--- config.mk ---
export PLATFORM = sky130hd
export DESIGN_NAME = result_accumulator_flat
export DESIGN_NICKNAME = d
export VERILOG_FILES = /design/src/rtl/result_accumulator_if.sv /design/src/rtl/result_accumulator.sv /design/src/flat_wrapper.sv
export SDC_FILE = /design/constraint.sdc
export NUM_CORES = 1
export LEC_CHECK = 0
export ABC_AREA = 1
export CORE_MARGIN = 4
export CORE_UTILIZATION = 50
export CTS_CLUSTER_DIAMETER = 200
export DETAILED_ROUTE_END_ITERATION = 8
export GPL_TIMING_DRIVEN = 0
export PLACE_DENSITY_LB_ADDON = 0.05
export SYNTH_ARGS = -nofsm -noshare
export SYNTH_HDL_FRONTEND = slang
export SYNTH_SLANG_ARGS = --single-unit
--- constraint.sdc ---
create_clock -name clk -period 2.1 [get_ports clk]
set_input_delay 0.525 -clock clk [delete_from_list [all_inputs] [get_ports clk]]
set_output_delay 0.525 -clock clk [all_outputs]
set_load 0.02 [all_outputs]
--- src/rtl/result_accumulator_if.sv ---
// Valid/ready bundle carrying adder result pairs into the accumulator and
// frame totals out of it; slave is the accumulator, master is its environment.
interface result_accumulator_if #(
    parameter int IN_W  = 6,
    parameter int CNT_W = 4
);
    localparam int ACC_W = IN_W + 1 + CNT_W;

    logic             in_valid;
    logic             in_ready;
    logic [IN_W-1:0]  result1;
    logic [IN_W-1:0]  result2;
    logic [CNT_W-1:0] frame_len;
    logic             out_valid;
    logic             out_ready;
    logic [ACC_W-1:0] out_sum;
    logic [IN_W:0]    out_max;

    modport slave (
        input  in_valid, result1, result2, frame_len, out_ready,
        output in_ready, out_valid, out_sum, out_max
    );

    modport master (
        output in_valid, result1, result2, frame_len, out_ready,
        input  in_ready, out_valid, out_sum, out_max
    );
endinterface

--- src/rtl/result_accumulator.sv ---
// Sums (result1+result2) pairs over a frame of programmable length, tracks the
// largest pair sum, and holds both on a registered output until accepted.
module result_accumulator #(
    parameter int IN_W  = 6,
    parameter int CNT_W = 4
) (
    input  logic                clk,
    input  logic                rst_n,
    result_accumulator_if.slave bus
);
    localparam int ACC_W = IN_W + 1 + CNT_W;
    localparam int SUM_W = IN_W + 1;

    typedef enum logic [1:0] {S_IDLE, S_ACCUM, S_DONE} state_t;

    function automatic logic [SUM_W-1:0] pair_sum(input logic [IN_W-1:0] a,
                                                  input logic [IN_W-1:0] b);
        return SUM_W'(a) + SUM_W'(b);
    endfunction

    function automatic logic [SUM_W-1:0] max_of(input logic [SUM_W-1:0] cur,
                                                input logic [SUM_W-1:0] s);
        return (s > cur) ? s : cur;
    endfunction

    // ACC_W leaves room for 2^CNT_W-1 full-scale pair sums, so this never wraps.
    function automatic logic [ACC_W-1:0] acc_add(input logic [ACC_W-1:0] acc,
                                                 input logic [SUM_W-1:0] s);
        return acc + ACC_W'(s);
    endfunction

    state_t           state_q, state_d;
    logic [ACC_W-1:0] acc_q, acc_d;
    logic [SUM_W-1:0] max_q, max_d;
    logic [CNT_W-1:0] cnt_q, cnt_d;
    logic [CNT_W-1:0] len_q, len_d;
    logic [ACC_W-1:0] osum_q, osum_d;
    logic [SUM_W-1:0] omax_q, omax_d;
    logic [SUM_W-1:0] s;

    assign s = pair_sum(bus.result1, bus.result2);

    always_comb begin
        state_d = state_q;
        acc_d   = acc_q;
        max_d   = max_q;
        cnt_d   = cnt_q;
        len_d   = len_q;
        osum_d  = osum_q;
        omax_d  = omax_q;
        case (state_q)
            S_IDLE: begin
                if (bus.in_valid) begin
                    len_d = (bus.frame_len == '0) ? CNT_W'(1) : bus.frame_len;
                    acc_d = ACC_W'(s);
                    max_d = s;
                    cnt_d = CNT_W'(1);
                    // Lengths 0 and 1 both complete on this single beat.
                    if (bus.frame_len <= CNT_W'(1)) begin
                        osum_d  = ACC_W'(s);
                        omax_d  = s;
                        state_d = S_DONE;
                    end else begin
                        state_d = S_ACCUM;
                    end
                end
            end
            S_ACCUM: begin
                if (bus.in_valid) begin
                    acc_d = acc_add(acc_q, s);
                    max_d = max_of(max_q, s);
                    cnt_d = cnt_q + CNT_W'(1);
                    if (cnt_d == len_q) begin
                        osum_d  = acc_d;
                        omax_d  = max_d;
                        state_d = S_DONE;
                    end
                end
            end
            S_DONE: begin
                if (bus.out_ready) begin
                    state_d = S_IDLE;
                end
            end
            default: state_d = S_IDLE;
        endcase
    end

    always_ff @(posedge clk or negedge rst_n) begin
        if (!rst_n) begin
            state_q <= S_IDLE;
            acc_q   <= '0;
            max_q   <= '0;
            cnt_q   <= '0;
            len_q   <= '0;
            osum_q  <= '0;
            omax_q  <= '0;
        end else begin
            state_q <= state_d;
            acc_q   <= acc_d;
            max_q   <= max_d;
            cnt_q   <= cnt_d;
            len_q   <= len_d;
            osum_q  <= osum_d;
            omax_q  <= omax_d;
        end
    end

    assign bus.in_ready  = (state_q != S_DONE);
    assign bus.out_valid = (state_q == S_DONE);
    assign bus.out_sum   = osum_q;
    assign bus.out_max   = omax_q;
endmodule

--- src/flat_wrapper.sv ---
// flat-port wrapper written by rule: the top's interface ports become plain ports
module result_accumulator_flat 
#(
    parameter int IN_W  = 6,
    parameter int CNT_W = 4
)
  (clk, rst_n, bus_in_valid, bus_result1, bus_result2, bus_frame_len, bus_out_ready, bus_in_ready, bus_out_valid, bus_out_sum, bus_out_max);
  result_accumulator_if #(.IN_W(IN_W), .CNT_W(CNT_W)) bus_i ();
  input  logic clk;
  input  logic rst_n;
  input wire logic [$bits(bus_i.in_valid)-1:0] bus_in_valid;
  input wire logic [$bits(bus_i.result1)-1:0] bus_result1;
  input wire logic [$bits(bus_i.result2)-1:0] bus_result2;
  input wire logic [$bits(bus_i.frame_len)-1:0] bus_frame_len;
  input wire logic [$bits(bus_i.out_ready)-1:0] bus_out_ready;
  output wire logic [$bits(bus_i.in_ready)-1:0] bus_in_ready;
  output wire logic [$bits(bus_i.out_valid)-1:0] bus_out_valid;
  output wire logic [$bits(bus_i.out_sum)-1:0] bus_out_sum;
  output wire logic [$bits(bus_i.out_max)-1:0] bus_out_max;
  assign bus_i.in_valid = bus_in_valid;
  assign bus_i.result1 = bus_result1;
  assign bus_i.result2 = bus_result2;
  assign bus_i.frame_len = bus_frame_len;
  assign bus_i.out_ready = bus_out_ready;
  assign bus_in_ready = bus_i.in_ready;
  assign bus_out_valid = bus_i.out_valid;
  assign bus_out_sum = bus_i.out_sum;
  assign bus_out_max = bus_i.out_max;
  result_accumulator #(.IN_W(IN_W), .CNT_W(CNT_W)) u_core (.clk(clk), .rst_n(rst_n), .bus(bus_i));
endmodule
==> run_results.csv <==
group,metric,value,unit
finish,final_cell_mix,"117 x nand2_1, 46 x dfrtp_1, 38 x inv_1",
critical_path,worstRegToRegCells,11,
sta,tightest_slew,0.593,ns
cts,cts_sinks,46,
finish,n_fill_cell,455,
logic_synthesis,netlist_instances,426,
run_status,status,"finished, violations left",
finish,layout_commonest_cell,"nand2_1",
power,peakVddDrop,0.751,mV
grt,grt_usage,22.9,%
detailed_routing,wl,8170,um
placement,gp_congestion,0.858,
finish,n_antenna_cell,0,
critical_path,cp_slowest_cell,"fa_2",
finish,final_area,0.00431,mm^2
sta,finalHoldViolCount,0,
cts,ctsHoldBuffers,0,
sta,finalCritPeriodShare,121,%
power,pwr_density_cell,1440,mW/mm^2
placement,portBuffers,39,
logic_synthesis,synth_fp_nets,470,
finish,fin_nets,532,
detailed_routing,ant_nets,0,
critical_path,arrival,2.71,ns
cts,clkLatencyLatePin,0.31,ns
logic_synthesis,synth-main-ff-cell,"dfrtp_1",
sta,final.min_clock_period,2.54,ns
grt,grt_pass1_wl,13700,um
critical_path,slowest_delay,0.36,ns
critical_path,cp_max_fo,6,
placement,post-dp-hpwl,5560,um
cts,cts_tree,"yes",
run_status,violations,"setup timing",
logic_synthesis,synth-edff-count,0,
cts,cts_root_buf,"clkbuf_8",
finish,area_delta_synth_final,38.7,%
detailed_routing,routedWlPerCell,14.5,um
min_path,min_path_type,"input port to asynchronous set/reset pin",
logic_synthesis,avgSynthCellArea,7.29,um^2
critical_path,rr_startpoint,"u_core.cnt_q[0]$_DFFE_PN0P_",
logic_synthesis,async_flop_share,100,%
die,chipWidth,86.8,um
detailed_routing,route.detailed.drc,0,
sta,relSlewSlack,60.5,%
critical_path,crit_path_end_kind,"flip-flop",
power,p_leak,2.07,nW
critical_path,path_class,"input port to flip-flop",
grt,grt_antenna_before_repair,0,
critical_path,critPathLaunch,"bus_result2[0]",
critical_path,cp_cell_sequence,"buf_6 > ha_4 > inv_2 > fa_2 > inv_2 > nand3_2 > nand2_1 > nand2_1 > nand2_2 > clkinv_4 > ha_4 > nand3_2 > nor2_4 > nor2_4 > nand3_4 > nand2_4 > nand2_1 > nand2_2 > nand2_1 > o21ai_1",
die,initial_utilization,52.1,%
detailed_routing,first_iter_violations,239,
die,core.rowCount,28,
die,core,0.00596,mm^2
critical_path,worstPathRequired,2.28,ns
sta,setup_viol,32,
detailed_routing,via_per_inst,5.32,
sta,timing.fmax,0.394,GHz
placement,placed_cell_area,0.00375,mm^2
job,drv_cap,0,
die,die_h,86.8,um
placement,dp_slack,-1.30,ns
grt,grt_overflow,0,
cts,h-tree-depth,2,
logic_synthesis,ys_seq_elements,46,
sta,finalMaxSlewViolations,0,
detailed_routing,via_count,3001,
critical_path,critPathLaunchType,"input port",
die,die_area,0.00753,mm^2
detailed_routing,firstDrtPassIters,4,
critical_path,cpMostUsedCell,"nand2_1",
grt,grt_pass1_vias,2961,
cts,clockBufferDepth,2,
sta,layout_setup_ws,-0.436,ns
die,pin_count,40,
cts,path_clk_slew,0.09,ns
logic_synthesis,syn_area,0.00310,mm^2
logic_synthesis,synth.distinct_cells,31,
cts,cts_made_buffers,5,
critical_path,cp_num_cells,20,
grt,grt_max_degree,25,
sta,rsz0062_at_grt,"yes",
critical_path,crit_family,"simple AND/OR/NAND/NOR gates",
logic_synthesis,seq_area_frac_synth,37.1,%
critical_path,path_buf_inv,4,
finish,drive_above_1_share,32.1,%
logic_synthesis,yosys_warnings,0,
sta,skew,0.00947,ns
stage by stage:
step	std cells	util (%)	TNS [ns]	power, mW	hold WS, ns
3_3_place_gp	540	62.6	-74.81	4.68	0.463
2_1_floorplan	426	-	-9.69	3.87	0.229
3_5_place_dp	541	63.0	-37.71	4.77	0.466
4_1_cts	560	69.2	-6.07	5.85	0.240
6_report	564	72.3	-10.25	6.21	0.217
5_1_grt	564	72.3	-13.87	6.69	0.264
sequential cells by signal (all words and copies together) (netlist names):
| signal | count |
|---|---|
| u_core.acc_q | 11 |
| u_core.bus.out_max | 7 |
| u_core.bus.out_sum | 11 |
| u_core.cnt_q | 4 |
| u_core.len_q | 4 |
| u_core.max_q | 7 |
| u_core.state_q | 2 |
logic make-up (layout without fill, tap and decap cells):
| family | Yosys count | in the layout | synth area share, % |
|---|---|---|---|
| simple gates | 234 | 235 | 33.1 |
| buf+inv | 67 | 129 | 8.63 |
| fa+ha+maj | 24 | 24 | 10.2 |
| flops | 46 | 46 | 37.1 |
| compound gates | 52 | 52 | 10.2 |
| xor+xnor | 3 | 3 | 0.847 |
cell type report:
cell class,count,area [um^2],share of cell area [%]
multi-input combinational,314,2190,50.9
inverter,59,231,5.37
clock inverter,1,30.0,0.697
buffer,8,46.3,1.07
sequential,46,1150,26.7
clock buffer,7,76.3,1.77
timing repair buffer,54,487,11.3
tap,75,93.8,2.18
per-layer routing:
layer	up-vias	share of wire, %	track usage (%)
li1	1485	-	-
met5	-	0	0
met1	1427	45	30.3
met3	15	4.9	3.90
met2	74	49	38.4
met4	0	1.7	6.66
power by group:
part / switching [mW] / internal, mW
clock: 0.311 / 0.357
sequential: 0.307 / 1.25
combinational: 2.36 / 1.63
synth_stat cells, types with 2 or more instances:
| master | n | area [um^2] |
|---|---|---|
| ha_1 | 22 | 275 |
| inv_2 | 7 | 26.3 |
| nand2_2 | 8 | 50.1 |
| nand2_1 | 149 | 559 |
| nand3_1 | 35 | 175 |
| o21ai_2 | 8 | 70.1 |
| xor2_1 | 2 | 17.5 |
| buf_6 | 2 | 22.5 |
| o21ai_1 | 10 | 50.1 |
| inv_1 | 52 | 195 |
| nor2_4 | 2 | 22.5 |
| o21ai_0 | 16 | 80.1 |
| nor2_1 | 26 | 97.6 |
| fa_1 | 2 | 40.0 |
| a31oi_1 | 3 | 18.8 |
| nand3b_1 | 4 | 30.0 |
| clkbuf_1 | 5 | 18.8 |
| dfrtp_1 | 46 | 1150 |
| nand4_1 | 5 | 31.3 |
| a21oi_1 | 11 | 55.1 |
timing repair:
action,CTS,global route
gates resized for setup,98,37
gates cloned,1,0
pin swaps,49,23
buffers inserted,10,4
endpoints found under the setup margin,35,33
worst paths after layout:
check	to	slack [ns]
worst max-delay path	u_core.max_q[1]$_DFFE_PN0P_	-0.44
worst min-delay path	u_core.max_q[0]$_DFFE_PN0P_	0.22
worst max register to register	u_core.bus.out_max[5]$_DFFE_PN0P_	0.13
worst min register to register	u_core.bus.out_max[2]$_DFFE_PN0P_	0.48
max in group asynchronous	u_core.bus.out_max[2]$_DFFE_PN0P_	1.37
min in group clk	u_core.bus.out_max[2]$_DFFE_PN0P_	0.48
Power figures use the tool's default switching activity.
